===== src/rtl/flash_command_sequencer.sv =====
// JEDEC command sequencer for the dual 8-bit Kickstart flash pair: issues unlock/command
// write cycles, then DQ7 data-polls with a saturating timeout and reports DONE or ERROR.
module flash_command_sequencer #(
    parameter int SETUP_CLKS = 1,
    parameter int PULSE_CLKS = 2,
    parameter int HOLD_CLKS  = 1,
    parameter int RD_CLKS    = 2,
    parameter int TIMEOUT_W  = 28
) (
    input  logic        MB_CLK,
    input  logic        RESET,
    input  logic [1:0]  CMD,
    input  logic [19:0] CMD_ADDR,
    input  logic [15:0] CMD_DATA,
    input  logic        CMD_VALID,
    output logic        CMD_READY,
    output logic        DONE,
    output logic        ERROR,
    output logic [19:0] FLASH_ADDR,
    output logic [15:0] FLASH_DQ_OUT,
    output logic        FLASH_DQ_OE,
    input  logic [15:0] FLASH_DQ_IN,
    output logic [1:0]  FLASH_WR,
    output logic [1:0]  FLASH_RD
);

    typedef enum logic [3:0] {
        IDLE, W_SETUP, W_PULSE, W_HOLD, POLL_RD, POLL_GAP, ABORT, DONE_ST, ERROR_ST
    } state_t;

    localparam logic [1:0] CMD_RST = 2'b00;
    localparam logic [1:0] CMD_PGM = 2'b01;
    localparam logic [1:0] CMD_SEC = 2'b10;

    localparam logic [7:0] SETUP_LOAD = 8'(SETUP_CLKS - 1);
    localparam logic [7:0] PULSE_LOAD = 8'(PULSE_CLKS - 1);
    localparam logic [7:0] HOLD_LOAD  = 8'(HOLD_CLKS - 1);
    localparam logic [7:0] RD_LOAD    = 8'(RD_CLKS - 1);

    state_t                 state;
    logic [1:0]             cmd_q;
    logic [19:0]            addr_q;
    logic [15:0]            data_q;
    logic [2:0]             step;
    logic [7:0]             phase_cnt;
    logic [TIMEOUT_W-1:0]   tmo_cnt;
    logic [3:0]             poll_q;
    logic                   first_poll;
    logic                   retry;
    logic                   aborting;
    logic                   exp_hi;
    logic                   exp_lo;
    logic                   poll_match;
    logic                   poll_fault;

    function automatic logic [19:0] step_addr(input logic [1:0] c, input logic [2:0] s,
                                              input logic [19:0] a);
        logic [19:0] r;
        r = 20'h00555;
        if (c == CMD_RST)
            r = 20'h00000;
        else if (s == 3'd1 || s == 3'd4)
            r = 20'h002AA;
        else if ((c == CMD_PGM && s == 3'd3) || (c == CMD_SEC && s == 3'd5))
            r = a;
        return r;
    endfunction

    function automatic logic [15:0] step_data(input logic [1:0] c, input logic [2:0] s,
                                              input logic [15:0] d);
        logic [7:0]  b;
        logic [15:0] r;
        case (s)
            3'd1, 3'd4: b = 8'h55;
            3'd2:       b = (c == CMD_PGM) ? 8'hA0 : 8'h80;
            3'd5:       b = (c == CMD_SEC) ? 8'h30 : 8'h10;
            default:    b = 8'hAA;
        endcase
        if (c == CMD_RST)
            b = 8'hF0;
        r = {b, b};
        if (c == CMD_PGM && s == 3'd3)
            r = d;
        return r;
    endfunction

    function automatic logic [2:0] last_step(input logic [1:0] c);
        logic [2:0] r;
        if (c == CMD_RST)
            r = 3'd0;
        else if (c == CMD_PGM)
            r = 3'd3;
        else
            r = 3'd5;
        return r;
    endfunction

    // Program polls for the written DQ7/DQ15 values; erases poll until both lanes read 1.
    assign exp_hi     = (cmd_q == CMD_PGM) ? data_q[15] : 1'b1;
    assign exp_lo     = (cmd_q == CMD_PGM) ? data_q[7]  : 1'b1;
    assign poll_match = (poll_q[3] == exp_hi) && (poll_q[1] == exp_lo);
    assign poll_fault = poll_q[2] | poll_q[0];

    always_ff @(posedge MB_CLK or negedge RESET) begin
        if (!RESET) begin
            state        <= IDLE;
            cmd_q        <= 2'b00;
            addr_q       <= 20'h0;
            data_q       <= 16'h0;
            step         <= 3'd0;
            phase_cnt    <= 8'd0;
            tmo_cnt      <= '0;
            poll_q       <= 4'h0;
            first_poll   <= 1'b0;
            retry        <= 1'b0;
            aborting     <= 1'b0;
            CMD_READY    <= 1'b1;
            DONE         <= 1'b0;
            ERROR        <= 1'b0;
            FLASH_ADDR   <= 20'h0;
            FLASH_DQ_OUT <= 16'h0;
            FLASH_DQ_OE  <= 1'b0;
            FLASH_WR     <= 2'b11;
            FLASH_RD     <= 2'b11;
        end else begin
            DONE  <= 1'b0;
            ERROR <= 1'b0;
            case (state)
                IDLE: begin
                    if (CMD_VALID) begin
                        cmd_q        <= CMD;
                        addr_q       <= CMD_ADDR;
                        data_q       <= CMD_DATA;
                        step         <= 3'd0;
                        retry        <= 1'b0;
                        aborting     <= 1'b0;
                        FLASH_ADDR   <= step_addr(CMD, 3'd0, CMD_ADDR);
                        FLASH_DQ_OUT <= step_data(CMD, 3'd0, CMD_DATA);
                        FLASH_DQ_OE  <= 1'b1;
                        CMD_READY    <= 1'b0;
                        phase_cnt    <= SETUP_LOAD;
                        state        <= W_SETUP;
                    end
                end
                W_SETUP: begin
                    if (phase_cnt != 8'd0) begin
                        phase_cnt <= phase_cnt - 8'd1;
                    end else begin
                        FLASH_WR  <= 2'b00;
                        phase_cnt <= PULSE_LOAD;
                        state     <= W_PULSE;
                    end
                end
                W_PULSE: begin
                    if (phase_cnt != 8'd0) begin
                        phase_cnt <= phase_cnt - 8'd1;
                    end else begin
                        FLASH_WR  <= 2'b11;
                        phase_cnt <= HOLD_LOAD;
                        state     <= W_HOLD;
                    end
                end
                W_HOLD: begin
                    if (phase_cnt != 8'd0) begin
                        phase_cnt <= phase_cnt - 8'd1;
                    end else if (step != last_step(cmd_q)) begin
                        step         <= step + 3'd1;
                        FLASH_ADDR   <= step_addr(cmd_q, step + 3'd1, addr_q);
                        FLASH_DQ_OUT <= step_data(cmd_q, step + 3'd1, data_q);
                        phase_cnt    <= SETUP_LOAD;
                        state        <= W_SETUP;
                    end else begin
                        FLASH_DQ_OE <= 1'b0;
                        if (aborting) begin
                            ERROR <= 1'b1;
                            state <= ERROR_ST;
                        end else if (cmd_q == CMD_RST) begin
                            DONE  <= 1'b1;
                            state <= DONE_ST;
                        end else begin
                            // First POLL_GAP visit is the bus turnaround clock before reading.
                            first_poll <= 1'b1;
                            state      <= POLL_GAP;
                        end
                    end
                end
                POLL_RD: begin
                    if (&tmo_cnt) begin
                        FLASH_RD <= 2'b11;
                        state    <= ABORT;
                    end else begin
                        tmo_cnt <= tmo_cnt + TIMEOUT_W'(1);
                        if (phase_cnt != 8'd0) begin
                            phase_cnt <= phase_cnt - 8'd1;
                        end else begin
                            poll_q   <= {FLASH_DQ_IN[15], FLASH_DQ_IN[13], FLASH_DQ_IN[7], FLASH_DQ_IN[5]};
                            FLASH_RD <= 2'b11;
                            state    <= POLL_GAP;
                        end
                    end
                end
                POLL_GAP: begin
                    if (first_poll) begin
                        first_poll <= 1'b0;
                        tmo_cnt    <= '0;
                        FLASH_RD   <= 2'b00;
                        phase_cnt  <= RD_LOAD;
                        state      <= POLL_RD;
                    end else if (&tmo_cnt) begin
                        state <= ABORT;
                    end else begin
                        tmo_cnt <= tmo_cnt + TIMEOUT_W'(1);
                        if (poll_match) begin
                            DONE  <= 1'b1;
                            state <= DONE_ST;
                        end else if (retry) begin
                            state <= ABORT;
                        end else begin
                            retry     <= poll_fault;
                            FLASH_RD  <= 2'b00;
                            phase_cnt <= RD_LOAD;
                            state     <= POLL_RD;
                        end
                    end
                end
                ABORT: begin
                    // Reuse the write path as a single reset (F0) command, ending in ERROR.
                    aborting     <= 1'b1;
                    cmd_q        <= CMD_RST;
                    step         <= 3'd0;
                    FLASH_ADDR   <= 20'h0;
                    FLASH_DQ_OUT <= 16'hF0F0;
                    FLASH_DQ_OE  <= 1'b1;
                    phase_cnt    <= SETUP_LOAD;
                    state        <= W_SETUP;
                end
                DONE_ST, ERROR_ST: begin
                    CMD_READY <= 1'b1;
                    state     <= IDLE;
                end
                default: state <= IDLE;
            endcase
        end
    end

endmodule

===== config.mk =====
export PLATFORM = sky130hd
export DESIGN_NAME = flash_command_sequencer
export DESIGN_NICKNAME = d
export VERILOG_FILES = /design/src/rtl/flash_command_sequencer.sv
export SDC_FILE = /design/constraint.sdc
export NUM_CORES = 1
export LEC_CHECK = 0
export ABC_AREA = 1
export CORE_ASPECT_RATIO = 1.1
export CORE_UTILIZATION = 45
export CTS_CLUSTER_SIZE = 8
export DETAILED_ROUTE_END_ITERATION = 8
export PLACE_DENSITY = 0.68
export SYNTH_ARGS = -nofsm -noshare
export SYNTH_HDL_FRONTEND = slang
export SYNTH_SLANG_ARGS = --single-unit
export TNS_END_PERCENT = 10

===== constraint.sdc =====
create_clock -name MB_CLK -period 4.58 [get_ports MB_CLK]
set_input_delay 1.145 -clock MB_CLK [delete_from_list [all_inputs] [get_ports MB_CLK]]
set_output_delay 1.145 -clock MB_CLK [all_outputs]
set_load 0.05 [all_outputs]

==> flow_summary.ini <==
[outcome]
status = completed

[floorplan]
io_pins = 101
fp-row-count = 47
die_w_um = 120.6
start_util_pct = 46.07
fp.dieArea_mm2 = 0.01597
core_area_mm2 = 0.01511
die_h_um = 132.5

[grt]
grt_max_degree = 79
grt_overflow_total = 0
antenna_found_initial = 0
grt_pass1_wl_um = 29260
track_usage_pct = 23.34
first_global_vias = 5910

[sta]
tightest_slew_ps = 772.6
rsz0062_at_grt = false
period_share_pct = 63.38
finalSetupTns_ps = 0
clock.fmax_mhz = 344.5
min_period_ps = 2903
max_slew_margin_pct = 48.44
setup_violations = 0
hold_violations = 0
clock_skew_ps = 6.843
slew_viol_final = 0

[critical_path]
crit_family = buffers and inverters
start_kind = flip-flop
critPathRequiredTime_ps = 3430
max_stage_delay_ps = 800
slowest_stage = clkdlybuf4s50_1
end_kind = output port
cp_cell_sequence = clkdlybuf4s50_1
cp_num_buf_inv = 1
r2r_slack_ps = 1840
critPathKind = reg -> out
crit_arrival_ps = 1760
cp_max_fo = 3

[cells_and_area]
syn2layout_area_growth_pct = 23.09
final_cells = 1235
diodes = 0
nNetsFinal = 1089
drive_above_1_share_pct = 7.218
final_area_mm2 = 0.008571

[drt]
wl_um = 17410
wire_per_inst_um = 14.10
routed_via_density = 5.086
vias = 6281
dr.pass1.iters = 5
drt_iter0_drc = 442
drc = 0
ant_nets = 0

[cts]
h-tree-depth = 4
cts_setup_buffers = 0
cts_buffers = 17
cts_root_buf = clkbuf_16
clk_pin_slew_ps = 60
worstSkewPairLatency_ps = 420
cts_tree = yes
postCtsHoldBufs = 0
cts_resized = 0
clock-sinks = 130
clockBufferDepth = 2

[place]
io_buffers = 88
hpwl_um = 11750
place_congestion = 0.8622
dp.cells = 1203
placed_area_mm2 = 0.007953

[synth]
yosys_most_used_dff = dfrtp_1
synth_edf_count = 0
synth_seq_cells = 130
async_flop_share_pct = 100.0
avgSynthCellArea_um2 = 7.384
yosys_warnings = 0
syn-cell-area_mm2 = 0.006963
syn-num-nets = 1006
syn_inst = 943
synth_cell_types = 39
yosysSeqAreaShare_pct = 46.77

[power]
p_per_area_mw_per_mm2 = 680.7
p_leak_nw = 4.067
peakVddDrop_mv = 0.4422

[hold_path]
hp-class = reg -> reg

[job]
max_cap_violations = 0
==> path summary, 6_finish.rpt <==
kind | from | to | cells past startpoint
min in group asynchronous | RESET | tmo_cnt[15] | 1
worst min register to register | data_q[9] | data_q[9] | 2
worst max register to register | state[1] | tmo_cnt[4] | 9
worst max-delay path | FLASH_RD[0] | FLASH_RD[0] | 1
max in group asynchronous | RESET | data_q[14] | 2
worst min-delay path | data_q[9] | data_q[9] | 2
==> layout make-up <==
cell class	instances	area, um^2
Fill cell	1415	6543
Multi-Input combinational cell	719	3291
Sequential cell	130	3257
Timing Repair Buffer	91	904.6
Clock buffer	19	442.9
Inverter	67	255.2
Tap cell	196	245.2
Clock inverter	13	175.2
==> cells in the final DEF, fill, tap and decap left out, drive strengths merged, types with 4 or more instances in the layout <==
| cell | instances |
|---|---|
| nand2 | 424 |
| dfrtp | 127 |
| nor2 | 96 |
| clkdlybuf4s50 | 87 |
| inv | 70 |
| o21ai | 59 |
| nand3 | 43 |
| o211ai | 23 |
| clkbuf | 19 |
| a21oi | 17 |
| nand3b | 11 |
| nand4 | 9 |
| xor2 | 8 |
| o22ai | 6 |
| ha | 6 |
| nor3 | 6 |
| xnor2 | 5 |
| clkinv | 5 |
| buf | 4 |
==> registers in the layout, summed over array words and instances, names as in the netlist <==
name          count
FLASH_DQ_OUT     16
ERROR             1
tmo_cnt          28
first_poll        1
aborting          1
addr_q           20
DONE              1
CMD_READY         1
retry             1
state             4
FLASH_WR          1
FLASH_RD          1
step              3
FLASH_DQ_OE       1
cmd_q             2
FLASH_ADDR       20
phase_cnt         8
data_q           16
poll_q            4
==> synth_stat cells (3+ instances only) <==
library cell,number,area [um^2]
nor2_1,83,311.6
o21ai_0,43,215.2
dfrtp_1,127,3178
o22ai_1,6,37.54
nand2_2,7,43.79
dfstp_2,3,78.83
a21oi_1,16,80.08
nand3_1,41,205.2
nand2_1,415,1558
ha_1,6,75.07
xnor2_1,5,43.79
buf_4,5,37.54
nor3_1,5,25.02
xor2_1,8,70.07
nand3b_1,11,82.58
nor2_2,9,56.30
clkbuf_1,5,18.77
nand4_1,8,50.05
nor2_4,4,45.04
o211ai_1,22,165.2
inv_1,59,221.5
o21ai_1,15,75.07
inv_2,6,22.52
buf_6,3,33.78
buf_2,14,70.07
==> cells by family (layout without fill, tap and decap cells) <==
group                      Yosys count  count (layout)  share of synthesized area (%)
adders and majority gates            6               6                          1.078
AOI/OAI and AO/OA                  107             107                          8.967
buffers and inverters               94             190                          5.966
xor gates and xnor gates            13              13                          1.635
and+or+nand+nor                    593             593                          35.58
DFF                                130             130                          46.77
==> power by group <==
group	internal (mW)	total, mW	switching, mW
Clock	0.880	1.43	0.548
Sequential	1.55	1.82	0.263
Combinational	0.781	2.59	1.81
Total	3.21	5.83	2.62
==> metal layers <==
metal  GRT usage, %  part of all wire, %  vias up
met4          7.339                  1.6        0
met5              0                    0        -
met3          5.517                  4.9       21
met1          31.68                   47     2917
li1               -                    -     3182
met2          36.91                   47      161
==> metrics by stage <==
| stage | hold WS (ps) | total power [mW] | utilization [%] | worst slack (ps) |
|---|---|---|---|---|
| 3_3_place_gp | 448.6 | 4.380 | 52.62 | 1439 |
| 3_5_place_dp | 454.8 | 4.424 | 52.62 | 1407 |
| 5_1_grt | 486.8 | 6.260 | 56.71 | 1563 |
| 2_1_floorplan | 436.7 | 3.752 | - | 2507 |
| 6_report | 468.2 | 5.834 | 56.71 | 1677 |
| 4_1_cts | 469.6 | 5.875 | 56.71 | 1656 |
No activity file was read; power rests on OpenSTA's default activity.
